**config.mk**
```make
export PLATFORM = sky130hd
export DESIGN_NAME = drp_responder
export DESIGN_NICKNAME = d
export VERILOG_FILES = /design/src/rtl/drp_pkg.sv /design/src/rtl/drp_responder.sv
export SDC_FILE = /design/constraint.sdc
export NUM_CORES = 1
export LEC_CHECK = 0
export BUFFER_PORTS_ARGS = -buffer_cell sky130_fd_sc_hd__buf_2
export CAP_MARGIN = 20
export CORE_AREA = 2 2 158 160
export DETAILED_ROUTE_END_ITERATION = 8
export DIE_AREA = 0 0 160 162
export GPL_ROUTABILITY_DRIVEN = 1
export PLACE_DENSITY = 0.84
export SYNTH_ARGS = -nofsm -noshare
export SYNTH_HDL_FRONTEND = slang
export SYNTH_SLANG_ARGS = --single-unit
```
**constraint.sdc**
```tcl
create_clock -name clock -period 23.9 [get_ports clock]
set_input_delay 2.39 -clock clock [delete_from_list [all_inputs] [get_ports clock]]
set_output_delay 2.39 -clock clock [all_outputs]
set_load 0.05 [all_outputs]
```
**src/rtl/drp_pkg.sv**
```systemverilog
// rtl/drp_pkg.sv - shared DRP widths, FSM state type, error bit positions
`timescale 1ns/1ps
package drp_pkg;

    localparam int DRP_AW = 7;
    localparam int DRP_DW = 16;

    typedef enum logic [1:0] {
        IDLE = 2'd0,
        WAIT = 2'd1,
        RESP = 2'd2
    } drp_state_t;

    localparam int ERR_DECODE  = 0;
    localparam int ERR_OVERLAP = 1;

    // True when the address selects one of the R/W control registers
    function automatic logic addr_is_reg(input logic [DRP_AW-1:0] addr, input int nregs);
        return (int'(addr) < nregs);
    endfunction

endpackage

```
**src/rtl/drp_responder.sv**
```systemverilog
// rtl/drp_responder.sv - DRP target with R/W register bank, live status word and W1C error flags
`timescale 1ns/1ps
module drp_responder
    import drp_pkg::*;
#(
    parameter int          NREGS     = 16,
    parameter int          LATENCY   = 3,
    parameter logic [15:0] RESET_VAL = 16'h0000
) (
    input  logic                    clock,
    input  logic                    reset,
    input  logic                    den,
    input  logic                    dwe,
    input  logic [DRP_AW-1:0]       daddr,
    input  logic [DRP_DW-1:0]       di,
    output logic [DRP_DW-1:0]       drp_do,
    output logic                    drdy,
    input  logic [DRP_DW-1:0]       status_in,
    output logic [DRP_DW*NREGS-1:0] regs_out,
    output logic                    wr_strobe,
    output logic [DRP_AW-1:0]       wr_addr
);

    localparam logic [DRP_AW-1:0] STATUS_ADDR = DRP_AW'(NREGS);
    localparam logic [DRP_AW-1:0] ERR_ADDR    = DRP_AW'(NREGS + 1);
    localparam logic [3:0]        CNT_INIT    = 4'(LATENCY - 1);

    drp_state_t state, state_n;
    logic [3:0]              cnt;
    logic [DRP_AW-1:0]       addr_q;
    logic [DRP_DW-1:0]       di_q;
    logic                    we_q;
    logic                    accept;
    logic                    commit;
    logic [DRP_AW-1:0]       cur_addr;
    logic [DRP_DW-1:0]       cur_di;
    logic                    cur_we;
    logic [DRP_DW*NREGS-1:0] regs_q;
    logic [DRP_DW-1:0]       rd_data;
    logic                    decode_err;
    logic                    overlap_err;
    logic                    w1c;

    // Next-state: accept requests in IDLE and RESP, count down in WAIT; commit on any edge entering RESP
    always_comb begin
        state_n = state;
        accept  = 1'b0;
        case (state)
            IDLE, RESP: begin
                if (den) begin
                    accept  = 1'b1;
                    state_n = (LATENCY == 1) ? RESP : WAIT;
                end else begin
                    state_n = IDLE;
                end
            end
            WAIT: begin
                if (cnt == 4'd1) begin
                    state_n = RESP;
                end
            end
            default: state_n = IDLE;
        endcase
        commit = (state_n == RESP);
    end

    // With LATENCY==1 the commit edge is also the accept edge, so the live inputs are used directly
    assign cur_addr = accept ? daddr : addr_q;
    assign cur_di   = accept ? di    : di_q;
    assign cur_we   = accept ? dwe   : we_q;
    assign w1c      = commit && cur_we && (cur_addr == ERR_ADDR);
    assign regs_out = regs_q;

    // State register
    always_ff @(posedge clock or posedge reset) begin
        if (reset) begin
            state <= IDLE;
        end else begin
            state <= state_n;
        end
    end

    // Request capture and latency counter
    always_ff @(posedge clock or posedge reset) begin
        if (reset) begin
            addr_q <= '0;
            di_q   <= '0;
            we_q   <= 1'b0;
            cnt    <= '0;
        end else if (accept) begin
            addr_q <= daddr;
            di_q   <= di;
            we_q   <= dwe;
            cnt    <= CNT_INIT;
        end else if (state == WAIT) begin
            cnt <= cnt - 4'd1;
        end
    end

    // Register bank write on commit
    always_ff @(posedge clock or posedge reset) begin
        if (reset) begin
            regs_q <= {NREGS{RESET_VAL}};
        end else if (commit && cur_we) begin
            for (int k = 0; k < NREGS; k++) begin
                if (cur_addr == DRP_AW'(k)) begin
                    regs_q[DRP_DW*k +: DRP_DW] <= cur_di;
                end
            end
        end
    end

    // Read decode: registers, live status, error flags, zero elsewhere
    always_comb begin
        rd_data = '0;
        if (addr_is_reg(cur_addr, NREGS)) begin
            for (int k = 0; k < NREGS; k++) begin
                if (cur_addr == DRP_AW'(k)) begin
                    rd_data = regs_q[DRP_DW*k +: DRP_DW];
                end
            end
        end else if (cur_addr == STATUS_ADDR) begin
            rd_data = status_in;
        end else if (cur_addr == ERR_ADDR) begin
            rd_data[ERR_DECODE]  = decode_err;
            rd_data[ERR_OVERLAP] = overlap_err;
        end
    end

    // Sticky error flags; a set in the same cycle as a W1C clear wins
    always_ff @(posedge clock or posedge reset) begin
        if (reset) begin
            decode_err  <= 1'b0;
            overlap_err <= 1'b0;
        end else begin
            if (commit && (cur_addr > ERR_ADDR)) begin
                decode_err <= 1'b1;
            end else if (w1c && cur_di[ERR_DECODE]) begin
                decode_err <= 1'b0;
            end
            if (den && (state == WAIT)) begin
                overlap_err <= 1'b1;
            end else if (w1c && cur_di[ERR_OVERLAP]) begin
                overlap_err <= 1'b0;
            end
        end
    end

    // Response outputs, all launched on the commit edge; drp_do holds between reads
    always_ff @(posedge clock or posedge reset) begin
        if (reset) begin
            drp_do    <= '0;
            drdy      <= 1'b0;
            wr_strobe <= 1'b0;
            wr_addr   <= '0;
        end else begin
            drdy      <= commit;
            wr_strobe <= commit && cur_we && addr_is_reg(cur_addr, NREGS);
            if (commit && cur_we && addr_is_reg(cur_addr, NREGS)) begin
                wr_addr <= cur_addr;
            end
            if (commit && !cur_we) begin
                drp_do <= rd_data;
            end
        end
    end

endmodule
```
# After elaboration in Yosys (flattened, before gate mapping)
# Index checks and enable logic that the tools add are counted.
dict set report classes {
  add_sub_neg 1
  order_cmp 2
  eq_ne 21
  mux 34
  n_reduce_logical 31
}
# op count
set op_table {}
lappend op_table {{$mux 16} 18}
lappend op_table {{$eq 7x4->1 const B} 8}
lappend op_table {{$reduce_and 2->1} 16}
lappend op_table {{$eq 7x3->1 const B} 4}
lappend op_table {{$eq 7x2->1 const B} 2}
lappend op_table {{$eq 7x5->1 const B} 2}
lappend op_table {{$mux 14} 1}
lappend op_table {{$logic_and 1x1->1} 8}
lappend op_table {{$mux 1} 8}
lappend op_table {{$mux 4} 2}
lappend op_table {{$eq 7x1->1 const B} 1}
lappend op_table {{$gt 7x5->1 const B} 1}
lappend op_table {{$logic_not 7->1} 1}
lappend op_table {{$lt 7x5->1 const B} 1}
lappend op_table {{$mux 7} 1}
lappend op_table {{$mux 2} 3}
lappend op_table {{$reduce_bool 2->1} 3}
lappend op_table {{$eq 2x2->1 const B} 2}
lappend op_table {{$eq 4x1->1 const B} 1}
lappend op_table {{$pmux 2 s2} 1}
lappend op_table {{$sub 4x1->4 const B} 1}
lappend op_table {{$eq 2x1->1 const B} 1}
lappend op_table {{$logic_not 2->1} 1}
lappend op_table {{$reduce_or 2->1} 1}
lappend op_table {{$logic_not 1->1} 1}
dict set report word_totals {
  regBits 313
  inputBits 43
  wordCells 116
}

# Longest topological paths before layout
# Gate-level depths: netlist of run 1.
dict set report logic_depth {
  depth_word 22
  ltp_mapped 12
}

# Worst setup path before layout of run 1
# Ideal clock, no wire load.
dict set report synth_path {
  kind {input to register}
  startpoint {in daddr[5]}
  endpoint {reg drp_do[2]}
  setup_time_ps 78
  arrival_time_ps 4424
  setup_slack_ps 19398
  path_stages 9
  cell_sequence {or4b_4 -> o31a_1 -> buf_6 -> buf_8 -> nor4_4 -> buf_6 -> a21oi_2 -> a221o_1 -> a21oi_1}
}
dict set report synth_between {
  elab_chain_cells 19
  elab_cells_between_ends 37
  cone_classes {order compare (1); eq/ne (16); mux (19); reduce/logical (1)}
}
# item line_no
set synth_rtl {}
lappend synth_rtl {{start: declaration} drp_responder.sv:14} ;# input logic [DRP_AW-1:0] daddr,
lappend synth_rtl {{$mux 7 (*)} n/a}
lappend synth_rtl {{$logic_not 7->1} drp_responder.sv:118} ;# if (cur_addr == DRP_AW'(k)) begin
lappend synth_rtl {{$mux 16 (16 in series)} drp_responder.sv:118}
lappend synth_rtl {{$mux 16 (*)} drp_responder.sv:116} ;# if (addr_is_reg(cur_addr, NREGS)) begin
lappend synth_rtl {{end signal: assignment} drp_responder.sv:163} ;# drp_do <= rd_data;
lappend synth_rtl {{end: declaration} drp_responder.sv:16} ;# output logic [DRP_DW-1:0] drp_do,
# Mark *: on every way between the ends. The rest lies on a longest branch, timed or not.
# A chain may end at the register's enable or synchronous reset.

# Worst setup path in the final report of run 1
dict set report layout_path {
  startpoint {in den}
  endpoint {reg regs_q[149], in the netlist regs_out[149]}
}
dict set report layout_between {
  elab_chain_cells 5
  elab_cells_between_ends 11
  cone_classes {eq/ne (2); mux (7); reduce/logical (2)}
}
# item line_no
set layout_rtl {}
lappend layout_rtl {{start: declaration} drp_responder.sv:12} ;# input logic den,
lappend layout_rtl {{$mux 1} drp_responder.sv:50} ;# if (den) begin
lappend layout_rtl {{$mux 1 / $pmux 2 s2 (equally long branches)} drp_responder.sv:48} ;# case (state)
lappend layout_rtl {{$mux 7 (tied with other cells)} n/a}
lappend layout_rtl {{$eq 7x4->1 / $logic_and 1x1->1 (equally long branches)} {drp_responder.sv:106, drp_responder.sv:104}}
lappend layout_rtl {{$reduce_and 2->1 (no source line)} n/a}
lappend layout_rtl {{end signal: assignment} drp_responder.sv:103} ;# regs_q <= {NREGS{RESET_VAL}};
lappend layout_rtl {{end signal: indexed assignment} drp_responder.sv:107} ;# regs_q[DRP_DW*k +: DRP_DW] <= cur_di;
lappend layout_rtl {{end: declaration} drp_responder.sv:38} ;# logic [DRP_DW*NREGS-1:0] regs_q;
# Several ways; a longest one is shown, not always the timed one.

==> impl_metrics.ini, run 1 <==
[status]
status = completed

[placed_design]
placed_cell_area_mm2 = 0.0158
hpwl_mm = 36.0
dp_cells = 2040
gp_congestion = 0.988
port_buffers = 323

[power]
p_leak_nw = 8.77
p_per_area_mw_per_mm2 = 124
combinationalPowerShare_pct = 40.4
peakVddDrop_mv = 0.0709
internal_power_mw = 1.14
seqPwrFrac_pct = 33.5
finalPower_mw = 2.11
switching_share_pct = 45.9
switching_power_mw = 0.969
clkPwrFrac_pct = 26.1

[global_route]
track_usage_pct = 39.6
grt_pass1_wl_mm = 77.5
grt_overflow = 0
grt_max_degree = 183
grt_pass1_vias = 12700
antenna_found_initial = 0

[critical_path]
ff2ff_path_depth = 6
path_class = primary input to register
worstPathArrival_ns = 6.35
required_ns = 24.27
slowest_stage = nor4_2
startpoint_type = primary input
cp_slowest_stage_delay_ns = 0.97
worstPathMaxFanout = 32
path_cells = buf_2 -> nand2b_2 -> mux2i_1 -> inv_2 -> nor4_2 -> nand2_1 -> o21ai_0
worstSetupEndpointType = register

[synth]
synth_area_leaders = dfrtp_1 57%, a21oi_1 6.8%, nand2_1 5.3%
synth_area_mm2 = 0.0139
async_reset_ff_share_pct = 100
synth_seq_area_share_pct = 56.5
synth-edff-count = 0
syn_area_per_cell_um2 = 9.50
syn_inst = 1459
ys_warn_count = 0
synth-seq-cells = 313
synth_top_area_cell = dfrtp_1
post-synth-top-count-cell = dfrtp_1
synth_nets = 1504
synth.distinct_cells = 64
synthTopCellsByCount = 313 x dfrtp_1, 196 x nand2_1, 195 x nor2_1
yosysTopAreaCellShare_pct = 56.5
synth_flop_cell = dfrtp_1

[timing]
fin_tns_setup_ns = 0
maxSlewViolCount = 0
rsz0062_at_grt = no
layout_min_cycle_time_ns = 5.98
setup_viol = 0
max_slew_margin_pct = 18.3
hold_viol = 0
max_freq_mhz = 167
worstMarginPinSlew_ns = 1.22
clock_skew_ns = 0.0184
fin_crit_sh_pct = 25.0

[routing]
wl_per_cell_um = 24.9
drc = 0
drtAntennaViolNets = 0
via_per_inst = 6.49
drt_iter0_drc = 2152
vias = 13700
wirelength_mm = 52.6
drt_pass1_iterations = 6

[floorplanning]
row_count = 57
die_h_um = 162
core_region_area_mm2 = 0.0241
pin_count = 324
die-area_mm2 = 0.0259
die_x_um = 160
initial_core_util_pct = 57.5

[clocking]
htreeDepth = 2
root_buffer = clkbuf_16
clk_path_buf_depth = 3
cts_tree = done
hold_buffers = 0
cts_resized = 0
path_clk_slew_ns = 0.06
postCtsSetupBuffers = 0
clk_latency_ns = 0.52
numCtsBuffers = 34
clkSinkCount = 313

[layout]
antenna_cells = 0
fin_cells = 2109
layout.nets = 1805
post-route-util_pct = 70.7
finalInstanceArea_mm2 = 0.0170
area_delta_synth_final_pct = 22.9
drive_gt1_share_pct = 26.6

[worst_hold_path]
hold_path.class = register to register
min_delay_path_depth = 1

[flow_run]
drv_cap = 0
power by group through the flow:
stage	sequential [mW]	clock, mW	combinational, mW
floorplan	0.930	0	0.321
global route	0.714	0.574	0.878
global placement	0.706	0	0.805
detailed placement	0.709	0	0.818
finish	0.706	0.550	0.853
CTS	0.701	0.548	0.824
per-stage QoR:
step           hold slack, ns  setup slack [ns]
2_1_floorplan           0.449             12.85
3_3_place_gp            0.469             17.81
3_5_place_dp            0.480             17.60
4_1_cts                 0.488             18.06
5_1_grt                 0.498             17.60
6_report                0.486             17.92
placed cells by master, fill, tap and decap left out, types with 14 or more instances in the layout:
cell type	Yosys	layout
nand2_1	196	196
inv_1	35	34
buf_2	24	323
o22ai_1	19	19
nor2_1	195	188
nor3_1	14	14
dfrtp_1	313	313
buf_4	3	38
a22oi_1	46	46
o21ai_0	140	140
nand3_1	18	18
clkbuf_16	0	34
mux2i_1	24	23
a21oi_1	187	187
layer usage:
| metal | track usage, % | vias up | wire length (um) |
|---|---|---|---|
| li1 | - | 5760 | - |
| met3 | 11.1 | 246 | 7430 |
| met1 | 53.6 | 6525 | 18800 |
| met5 | 0 | - | 0 |
| met2 | 57.7 | 1158 | 22500 |
| met4 | 23.2 | 0 | 3750 |
registers in the layout, indices dropped and copies added (netlist names):
| signal | flops |
|---|---|
| decode_err | 1 |
| wr_addr | 7 |
| regs_out | 256 |
| di_q | 16 |
| drdy | 1 |
| state | 2 |
| wr_strobe | 1 |
| drp_do | 16 |
| cnt | 4 |
| overlap_err | 1 |
| we_q | 1 |
| addr_q | 7 |
path summary, 6_finish.rpt:
path,start,endpoint,slack (ns)
setup / recovery,den,regs_out[149]$_DFFE_PP0P_,17.92
max in group asynchronous,reset,regs_out[199]$_DFFE_PP0P_,20.36
min in group asynchronous,reset,regs_out[33]$_DFFE_PP0P_,2.02
hold / removal,cnt[3]$_DFFE_PP0P_,cnt[3]$_DFFE_PP0P_,0.49
setup reg to reg,state[0]$_DFF_PP0_,regs_out[149]$_DFFE_PP0P_,19.30
hold reg to reg,cnt[3]$_DFFE_PP0P_,cnt[3]$_DFFE_PP0P_,0.49
cell type report:
type	instances	area (um^2)
Clock buffer	46	966
Clock inverter	15	200
Fill cell	1794	7060
Multi-Input combinational cell	1004	5450
Timing Repair Buffer	371	2050
Tap cell	324	405
Inverter	36	143
Sequential cell	313	7830
worst max-delay path, delay by kind of cell:
| family | cells | cell delay [ns] |
|---|---|---|
| AO/OA/AOI/OAI | 1 | 0.57 |
| buffers and inverters | 2 | 0.66 |
| AND/OR/NAND/NOR | 3 | 1.94 |
| multiplexers | 1 | 0.77 |
cells by family (layout without fill, tap and decap cells):
logic type	after synthesis	count (layout)	synth area share, %
buf+inv	142	468	4.44
flops	313	313	56.5
xor+xnor	1	1	0.0632
fa+ha+maj	2	2	0.180
mux	31	31	2.30
simple gates	495	495	16.2
compound gates	475	475	20.3
(Power assumes the default switching activity.)
==> inputs of run 2 (changes only) <==
--- a/config.mk
+++ b/config.mk
@@ -7,11 +7,11 @@
 export LEC_CHECK = 0
 export BUFFER_PORTS_ARGS = -buffer_cell sky130_fd_sc_hd__buf_2
 export CAP_MARGIN = 20
-export CORE_AREA = 2 2 158 160
+export CORE_AREA = 2 2 172 174
 export DETAILED_ROUTE_END_ITERATION = 8
-export DIE_AREA = 0 0 160 162
+export DIE_AREA = 0 0 174 176
 export GPL_ROUTABILITY_DRIVEN = 1
-export PLACE_DENSITY = 0.84
+export PLACE_DENSITY = 0.76
 export SYNTH_ARGS = -nofsm -noshare
 export SYNTH_HDL_FRONTEND = slang
 export SYNTH_SLANG_ARGS = --single-unit
==> constraint.sdc (replaced) <==
create_clock -name clock -period 5.5 [get_ports clock]
set_input_delay 0.55 -clock clock [delete_from_list [all_inputs] [get_ports clock]]
set_output_delay 0.55 -clock clock [all_outputs]
set_load 0.05 [all_outputs]
==> run 2 against run 1 <==
  * Register-to-register slack got worse by 18 ns
  * Sequential share of layout area down 0.56 points
  * Via count decreased by 1.5%
  * Clock skew is 0.0070 ns lower
  * Final cell count grew 3.3%
  * Global-route usage down 4.9 points
  * Wire length grew 3.5%
  * Clock-buffer cell count increased by 8
  * Largest power group unchanged
  * Highest routed layer unchanged
==> impl_metrics.ini, run 2 (synthesized netlist as in run 1, its figures left out) <==
[clocking]
clk_path_buf_depth = 3
clk_latency_ns = 0.51
hold_buffers = 0
cts_tree = done
clkSinkCount = 313
htreeDepth = 2
postCtsSetupBuffers = 0
numCtsBuffers = 35
path_clk_slew_ns = 0.06
cts_resized = 0
root_buffer = clkbuf_16

[layout]
mostFrequentLayoutCells = 323 x buf_2, 313 x dfrtp_1, 196 x nand2_1
area_delta_synth_final_pct = 24.5
largest_reg_flops = 256
antenna_cells = 0
drive_gt1_share_pct = 26.9
post-route-util_pct = 60.4
layout.nets = 1817
final_common_cell = buf_2
finalInstanceArea_mm2 = 0.0173

[global_route]
grt_pass1_vias = 12600
track_usage_pct = 34.7
grt_pass1_wl_mm = 79.8
grt_max_degree = 176
grt_overflow = 0
antenna_found_initial = 0

[power]
peakVddDrop_mv = 0.308
p_per_area_mw_per_mm2 = 534
p_leak_nw = 8.81
finalPower_mw = 9.21

[floorplanning]
pin_count = 324
die-area_mm2 = 0.0306
row_count = 62
initial_core_util_pct = 48.6
die_x_um = 174
core_region_area_mm2 = 0.0285
die_h_um = 176

[timing]
hold_slack_ns = 0.244
rsz0062_at_grt = no
worstMarginPinSlew_ns = 1.05
fin_tns_setup_ns = 0
layout_min_cycle_time_ns = 4.20
fin_crit_sh_pct = 76.4
hold_viol = 0
maxSlewViolCount = 0
max_freq_mhz = 238
clock_skew_ns = 0.0114
setup_viol = 0
max_slew_margin_pct = 29.9

[critical_path]
path_cells = nand2b_2 -> buf_4 -> mux2i_2 -> buf_4 -> inv_1 -> nand4_1 -> nor2_2 -> buf_4 -> nor2_1 -> a21oi_1
slowest_stage = nand2b_2
worstPathMaxFanout = 32
startpoint_type = register
cp_num_buf_inv = 4
crit_path_frequent_cell = buf_4
worstSetupEndpointType = register
path_class = register to register
required_ns = 5.93
cp_slowest_stage_delay_ns = 0.77
crit_family = simple AND/OR/NAND/NOR gates
worstPathArrival_ns = 4.63

[routing]
drt_iter0_drc = 1838
wirelength_mm = 54.4
via_per_inst = 6.19
drt_pass1_iterations = 7
wl_per_cell_um = 25.0
vias = 13500
drtAntennaViolNets = 0
drc = 0

[flow_run]
drv_cap = 0

[worst_hold_path]
hold_path.class = primary input to asynchronous set/reset pin

[placed_design]
port_buffers = 323
hpwl_mm = 38.5
gp_congestion = 1.01
placed_cell_area_mm2 = 0.0160

[status]
status = completed
-- run 2: changes by cell type in the layout (fill, tap and decap cells not counted), sizes merged --
| cell | previous run | this run |
|---|---|---|
| inv | 38 | 35 |
| clkinv | 8 | 2 |
| clkinvlp | 1 | 2 |
| buf | 370 | 382 |
| clkbuf | 47 | 54 |
| bufinv | 4 | 3 |
-- run 2: routing by layer --
metal	up-vias	track usage (%)	wire (um)	share of wire, %
met2	1009	51.7	23700	43
met1	6493	48.1	20600	38
met5	-	0	0	0
met4	0	18.8	3590	6.6
met3	206	7.08	6560	12
li1	5776	-	-	-
-- run 2: path summary, 6_finish.rpt --
path / startpoint / endpoint / slack (ns) / cells after the start
min in group clock: daddr[6] / addr_q[6]$_DFF_PP0_ / 0.28 / 3
max in group asynchronous: reset / regs_out[190]$_DFFE_PP0P_ / 4.38 / 3
min reg2reg: wr_addr[4]$_DFFE_PP0P_ / wr_addr[4]$_DFFE_PP0P_ / 0.49 / 1
max reg2reg: state[0]$_DFF_PP0_ / regs_out[250]$_DFFE_PP0P_ / 1.30 / 10
min: reset / regs_out[3]$_DFFE_PP0P_ / 0.24 / 3
max: state[0]$_DFF_PP0_ / regs_out[250]$_DFFE_PP0P_ / 1.30 / 10
-- run 2: per-stage QoR --
step,setup WS (ns),std cells
5_1_grt,1.12,2179
4_1_cts,1.46,2173
3_3_place_gp,1.56,2111
2_1_floorplan,0.781,1459
3_5_place_dp,1.44,2113
6_report,1.30,2179
-- run 2: area by class of cell --
type	count	area, um^2
Clock buffer	54	1070
Clock inverter	6	108
Fill cell	2484	11300
Inverter	36	139
Multi-Input combinational cell	1004	5470
Sequential cell	313	7830
Tap cell	384	480
Timing Repair Buffer	382	2150
-- run 2: power breakdown --
| group | internal, mW | switching, mW | total, mW |
|---|---|---|---|
| clock network | 1.48 | 0.932 | 2.41 |
| logic | 0.816 | 2.89 | 3.71 |
| registers | 2.71 | 0.377 | 3.09 |
| total | 5.01 | 4.20 | 9.21 |
-- run 2: tightest hold or removal path, cell delays in order --
cell,delay (ns)
buf_2,0.11
clkinvlp_4,0.10
buf_12,0.48
